`src/rtl/barrel_arbiter.sv`:
```
// -----------------------------------------------------------------------------
// barrel_arbiter
//
// Round-robin arbiter that lets NUM_REQ requesters share a single barrel
// rotator. One job is in flight at a time: the granted requester's vector and
// rotate amount are latched, handed to the rotator, and the rotator's result
// is returned verbatim to that requester only.
//
// Ports
//   clk, rst     : clock (rising edge) and synchronous active-high reset
//   req_valid    : per-requester job pending
//   req_data     : packed operand vectors, requester r at slice r
//   req_rot      : packed rotate amounts, requester r at slice r
//   req_rdy      : one-hot, combinational accept pulse (IDLE only)
//   rsp_valid    : one-hot, result available for the granted requester
//   rsp_data     : captured rotator result, shared by all requesters
//   rsp_ack      : per-requester result consume
//   bar_ip/rot   : operands to the rotator (held constant while stalled)
//   bar_start    : operands valid to the rotator
//   bar_rdy      : rotator accepts operands
//   bar_op       : rotator result
//   bar_valid    : rotator result valid
//   bar_ack      : arbiter ready for the rotator result
//   busy         : high whenever a job is in flight
//   done_cnt     : completed-job counter, wraps
// -----------------------------------------------------------------------------
module barrel_arbiter #(
   parameter int NUM_REQ    = 4,
   parameter int NUM_ELEMS  = 32,
   parameter int DATA_WIDTH = 8,
   parameter int ROT_WIDTH  = 5,
   parameter int CNT_WIDTH  = 16
) (
   input  logic                                      clk,
   input  logic                                      rst,
   input  logic [NUM_REQ-1:0]                        req_valid,
   input  logic [NUM_REQ*NUM_ELEMS*DATA_WIDTH-1:0]   req_data,
   input  logic [NUM_REQ*ROT_WIDTH-1:0]              req_rot,
   output logic [NUM_REQ-1:0]                        req_rdy,
   output logic [NUM_REQ-1:0]                        rsp_valid,
   output logic [NUM_ELEMS*DATA_WIDTH-1:0]           rsp_data,
   input  logic [NUM_REQ-1:0]                        rsp_ack,
   output logic [NUM_ELEMS*DATA_WIDTH-1:0]           bar_ip,
   output logic [ROT_WIDTH-1:0]                      bar_rot,
   output logic                                      bar_start,
   input  logic                                      bar_rdy,
   input  logic [NUM_ELEMS*DATA_WIDTH-1:0]           bar_op,
   input  logic                                      bar_valid,
   output logic                                      bar_ack,
   output logic                                      busy,
   output logic [CNT_WIDTH-1:0]                      done_cnt
);

   localparam int VEC_W = NUM_ELEMS * DATA_WIDTH;
   localparam int PTR_W = $clog2(NUM_REQ);

   typedef enum logic [1:0] {
      S_IDLE  = 2'd0,
      S_ISSUE = 2'd1,
      S_WAIT  = 2'd2,
      S_RESP  = 2'd3
   } state_t;

   state_t                r_state;
   state_t                w_next;

   logic [PTR_W-1:0]      r_ptr;
   logic [PTR_W-1:0]      r_gnt;
   logic [VEC_W-1:0]      r_hold_data;
   logic [ROT_WIDTH-1:0]  r_hold_rot;
   logic [VEC_W-1:0]      r_rsp;
   logic [CNT_WIDTH-1:0]  r_cnt;

   logic                  w_found;
   logic [PTR_W-1:0]      w_gnt;
   logic [PTR_W-1:0]      w_idx;
   logic [NUM_REQ-1:0]    w_gnt_oh;
   logic [NUM_REQ-1:0]    w_held_oh;
   logic                  w_accept;
   logic                  w_capture;
   logic                  w_done;

   // Round-robin search: start just after the last served requester and wrap,
   // so the most recently served requester has the lowest priority.
   always_comb begin
      w_found = 1'b0;
      w_gnt   = '0;
      w_idx   = '0;
      for (int i = 1; i <= NUM_REQ; i++) begin
         w_idx = PTR_W'((int'(r_ptr) + i) % NUM_REQ);
         if (!w_found && req_valid[w_idx]) begin
            w_found = 1'b1;
            w_gnt   = w_idx;
         end
      end
   end

   assign w_gnt_oh  = {{(NUM_REQ-1){1'b0}}, 1'b1} << w_gnt;
   assign w_held_oh = {{(NUM_REQ-1){1'b0}}, 1'b1} << r_gnt;

   always_ff @(posedge clk) begin
      if (rst) begin
         r_state <= S_IDLE;
      end else begin
         r_state <= w_next;
      end
   end

   always_comb begin
      w_next    = r_state;
      req_rdy   = '0;
      rsp_valid = '0;
      bar_start = 1'b0;
      bar_ack   = 1'b0;
      w_accept  = 1'b0;
      w_capture = 1'b0;
      w_done    = 1'b0;
      case (r_state)
         S_IDLE: begin
            // No accept pulse while reset is being applied; the edge would
            // discard the grant anyway.
            if (w_found && !rst) begin
               req_rdy  = w_gnt_oh;
               w_accept = 1'b1;
               w_next   = S_ISSUE;
            end
         end
         S_ISSUE: begin
            bar_start = 1'b1;
            if (bar_rdy) begin
               w_next = S_WAIT;
            end
         end
         S_WAIT: begin
            bar_ack = 1'b1;
            if (bar_valid) begin
               w_capture = 1'b1;
               w_next    = S_RESP;
            end
         end
         S_RESP: begin
            rsp_valid = w_held_oh;
            // Only the granted requester's ack retires the job.
            if (rsp_ack[r_gnt]) begin
               w_done = 1'b1;
               w_next = S_IDLE;
            end
         end
         default: w_next = S_IDLE;
      endcase
   end

   always_ff @(posedge clk) begin
      if (rst) begin
         r_ptr       <= PTR_W'(NUM_REQ - 1);
         r_gnt       <= '0;
         r_hold_data <= '0;
         r_hold_rot  <= '0;
         r_rsp       <= '0;
         r_cnt       <= '0;
      end else begin
         if (w_accept) begin
            r_gnt       <= w_gnt;
            r_hold_data <= req_data[int'(w_gnt)*VEC_W +: VEC_W];
            r_hold_rot  <= req_rot[int'(w_gnt)*ROT_WIDTH +: ROT_WIDTH];
         end
         if (w_capture) begin
            r_rsp <= bar_op;
         end
         if (w_done) begin
            r_ptr <= r_gnt;
            r_cnt <= r_cnt + CNT_WIDTH'(1);
         end
      end
   end

   assign bar_ip   = r_hold_data;
   assign bar_rot  = r_hold_rot;
   assign rsp_data = r_rsp;
   assign busy     = (r_state != S_IDLE);
   assign done_cnt = r_cnt;

endmodule
```
`config.mk`:
```
export PLATFORM = sky130hd
export DESIGN_NAME = barrel_arbiter
export DESIGN_NICKNAME = d
export VERILOG_FILES = /design/src/rtl/barrel_arbiter.sv
export SDC_FILE = /design/constraint.sdc
export NUM_CORES = 2
export LEC_CHECK = 0
export BUFFER_PORTS_ARGS = -buffer_cell sky130_fd_sc_hd__buf_4
export CAP_MARGIN = 20
export CORE_AREA = 3 3 725 727
export CTS_CLUSTER_DIAMETER = 120
export DETAILED_ROUTE_END_ITERATION = 8
export DIE_AREA = 0 0 728 730
export PLACE_DENSITY_LB_ADDON = 0.05
export SLEW_MARGIN = 20
export SYNTH_ARGS = -nofsm -noshare
export SYNTH_HDL_FRONTEND = slang
export SYNTH_SLANG_ARGS = --single-unit
```
`constraint.sdc`:
```
create_clock -name clk -period 2.4 [get_ports clk]
set_input_delay 0.6 -clock clk [delete_from_list [all_inputs] [get_ports clk]]
set_output_delay 0.6 -clock clk [all_outputs]
set_load 0.005 [all_outputs]
```
==> results.md <==
- The routed wire length per instance is 28.7 microns.
- After floorplanning, the core was sized to cover about 520000 sq um.
- The arrival time reported for the critical path endpoint is about 2.3 ns.
- The y dimension of the die is about 730 microns.
- The analysis attributes to cell leakage a power of ~26 nW.
- The flow ran to the end, but the final reports show violations.
- After detailed routing, the total wire length is approximately 360 mm.
- By area the synthesized netlist is led by sky130_fd_sc_hd__dfxtp_1 41%, sky130_fd_sc_hd__mux2i_1 20%, sky130_fd_sc_hd__o221ai_2 15%.
- The reported max-cap violation count is 0.
- The number of rows created at floorplan is between 200 and 300.
- Setup repair after global routing could not meet its margin everywhere.
- The number of filler cells placed in the layout is between 50000 and 60000.
- The cell area after layout is ~66000 sq um.
- The wire length of the first global-routing pass is about 440 mm.
- The number of flops mapped to enable cells by yosys is 0.
- The top achievable clock speed is approximately 0.35 GHz.
- The count of buffers added on input and output ports is roughly 1900.
- The number of global-route vias before repair was 35800.
- The Yosys step of the flow raised 0 warnings.
- Once detail routing completed, the nets flagged for antenna violations numbered 0.
- The worst setup slack for register-to-register paths is -0.42 ns.
- The worst max-slew margin expressed relative to the limit is a little over half.
- The max-slew violation count is 0.
- The sequential fraction of the synthesis area is 40.9%.
- Power spread over the standard cell area amounts to around 770 nW/um^2.
- Among all flip-flop cells after synthesis, the most frequent one is sky130_fd_sc_hd__dfxtp_1.
- On the critical path the largest part of the delay comes from simple AND/OR/NAND/NOR gates.
- The clock transition time at the flip-flop clock pins of the worst setup and hold paths is roughly 0.060 ns.
- STA classifies the critical path startpoint as a flip-flop.
- For the final routed database, the setup TNS stands at -48.09 ns.
- The pre-CTS worst setup slack is -0.658 ns.
- The slowest cell on the critical path is sky130_fd_sc_hd__or3_4.
- The share of Yosys cell area claimed by the top area cell type is 40.9%.
- The total overflow left after global routing is 0.
- The commonest cells after synthesis are 783 x sky130_fd_sc_hd__nand2_1, 539 x sky130_fd_sc_hd__dfxtp_1, 523 x sky130_fd_sc_hd__mux2i_1.
- Once the floorplan was initialized, standard cells occupied slightly above 5% of the core.
- In the post-route analysis, the smallest setup slack over all paths is -0.482 ns.
- Cells fill roughly 13% of the core in the end.
- The HPWL after detailed placement is 310 mm.
- From left edge to right edge, the die measures around 730 microns.
- The cell type contributing the most total cell area after synthesis is sky130_fd_sc_hd__dfxtp_1.
- After the last flow step, the layout net total stands at between 6000 and 7000.
- The final reports fail on setup timing.
- The overall power consumption is just over 50 mW.
- TritonCTS built the clock tree.
- The distinct cell type count after synthesis is 43.
- Setup violations remaining at the end of the flow were counted as 210.
- The count of final hold-check violations is 0.
- For this run, the total global-route usage over all layers was measured as roughly 13%.
- The synthesized netlist occupies a cell area of between 20000 and 30000 sq um.
- Together, buffers and inverters on the worst path number 2.
- The critical path goes through inv_2 -> ha_4 -> nand2_4 -> or2_4 -> or3_4 -> nor2_4 -> buf_6.
- The type of the worst setup path is reg2out.
- The total number of vias is ~33000.
- In the routed design, unresolved DRC markers number 0.
- The maximum fanout along the worst path is 4.
- The master cell of the clock root buffer is sky130_fd_sc_hd__clkbuf_16.
- In this run the deepest clock path goes through 4 buffers.
- The min-delay analysis places its worst path in the category in2reg.
- CTS saw 539 sinks.
- In the synthesized netlist the async set-or-reset flop fraction comes to 0%.
- Dividing the detail-routed via count by the number of cells gives roughly 2.7.
- The pin count of the biggest net entering global routing is 100.
- The worst setup path is captured at an output pin.
- For this run, the slowest stage of the critical path takes around 0.41 ns.
- The worst-case IR drop observed on VDD is approximately 530 uV.
- The die covers roughly 530000 sq um.
- The worst path uses 120% of the clock period.
- The routability congestion estimate from global placement is 0.782.
- The required arrival time at the worst endpoint is approximately 1.8 ns.
- TritonCTS created 103 clock buffers.
- The most common cell in the synthesized netlist is sky130_fd_sc_hd__nand2_1.
- Synthesis inferred about 540 register bits.
- Synthesis produced around 2700 cells.
- The starting DRC count in detailed routing is between 1000 and 1500.
- The slew at the pin closest to its max-slew limit is between 0.6 and 0.7 ns.
- The worst clock skew is 0.0646 ns.
- The synthesis-to-finish area growth is 149%.
- The clock reaches the later pin of the worst-skew pair after approximately 0.84 ns.
- The number of optimization iterations in the first detailed-route pass is 5.
- The fraction of final layout cells sized beyond drive strength 1 is 56.2%.
- The post-layout minimum cycle time is ~2.9 ns.
- Once placement finished, the instance area stood at 51100 sq um.
- The synthesized net count is ~4000.
- Dividing the synthesized area by the synthesized cell count gives approximately 10 sq um.
- The H-tree was split into 3 levels.
- For this design the top-level I/O count stands at ~1900.
- The initial antenna violation count is 244.
registers in the layout, indices dropped and copies added, names as in the netlist:
register  cells
r_ptr         2
bar_rot       5
done_cnt     16
rsp_data    256
bar_ip      256
r_state       2
r_gnt         2
cells in the final DEF (no fill, tap or decap), drive strengths merged, types with 3 or more instances in the layout:
cell and instances:
a211o 3, a21oi 261, and3 5, and4 3, buf 2343, bufinv 7, clkbuf 175, clkinv 11
clkinvlp 3, dfxtp 539, diode 55, dlygate4sd3 536, ha 5, inv 9, mux2i 523, nand2 784
nand2b 3, nand3 5, nand4 5, nor2 24, nor3 6, o21ai 3, o221ai 262, xnor2 3
xor2 11
metal layers:
metal | GRT usage (%) | share of wire [%]
met1 | 12.2 | 33
met2 | 26.2 | 56
met3 | 4.83 | 8.0
met4 | 2.40 | 2.5
met5 | 0 | 0.23
timing repair:
item,4_1_cts,5_1_grt
pin swaps,49,85
setup endpoints to repair,228,196
gates resized for setup,442,393
hold endpoints to repair,337,1
hold buffers,535,1
gates cloned,19,12
buffers inserted,87,76
layout make-up:
cell class                      count  area [sq um]  area share, %
Tap cell                         6942          8690           13.2
Sequential cell                   539         10800           16.4
Antenna cell                       55           138          0.209
Clock inverter                     22           338          0.513
Timing Repair Buffer             2891         25600           38.9
Inverter                            8          35.0         0.0532
Clock buffer                      163          3090           4.70
Multi-Input combinational cell   1920         17100           26.0
kinds of logic after synthesis:
kind of cell             synth area share [%]
AND/OR/NAND/NOR                          12.3
flip-flops                               40.9
AO/OA/AOI/OAI                            20.1
multiplexers                             19.9
buffers and inverters                    6.10
XOR/XNOR                                0.464
adder cells (fa/ha/maj)                 0.237
where the power goes:
group          switching (mW)  total [mW]  internal (mW)
combinational            11.0        22.1           11.1
sequential               1.81        13.0           11.2
clock                    6.23        15.7           9.52
total                    19.0        50.8           31.8
worst register-to-register path: stages (launching register included):
cell and delay, ns:
sky130_fd_sc_hd__dfxtp_4 0.39, sky130_fd_sc_hd__nand2b_4 0.17, sky130_fd_sc_hd__a21oi_4 0.08, sky130_fd_sc_hd__a211oi_4 0.27, sky130_fd_sc_hd__buf_12 0.15, sky130_fd_sc_hd__buf_6 0.09
sky130_fd_sc_hd__buf_6 0.08, sky130_fd_sc_hd__buf_6 0.08, sky130_fd_sc_hd__buf_6 0.09, sky130_fd_sc_hd__buf_12 0.13, sky130_fd_sc_hd__buf_12 0.14, sky130_fd_sc_hd__buf_12 0.13
sky130_fd_sc_hd__clkbuf_16 0.18, sky130_fd_sc_hd__buf_4 0.15, sky130_fd_sc_hd__mux2i_4 0.30, sky130_fd_sc_hd__buf_4 0.16, sky130_fd_sc_hd__o221ai_2 0.08
through the flow:
step | hold WS (ns) | instances
2_1_floorplan | 0.453 | 2703
3_3_place_gp | 0.444 | 11600
3_5_place_dp | 0.449 | 11600
4_1_cts | 0.0000311 | 12500
5_1_grt | 0.00951 | 12500
6_report | 0.101 | 12500
worst paths after layout:
| path | start | endpoint | cells after the start |
|---|---|---|---|
| worst min-delay path | req_data[258] | bar_ip[2] | 3 |
| worst min register to register | rsp_data[21] | rsp_data[21] | 2 |
| worst max-delay path | r_state[1] | req_rdy[2] | 7 |
| worst max register to register | r_ptr[0] | bar_ip[149] | 16 |
Note: power is estimated with default switching activity, not from simulation.
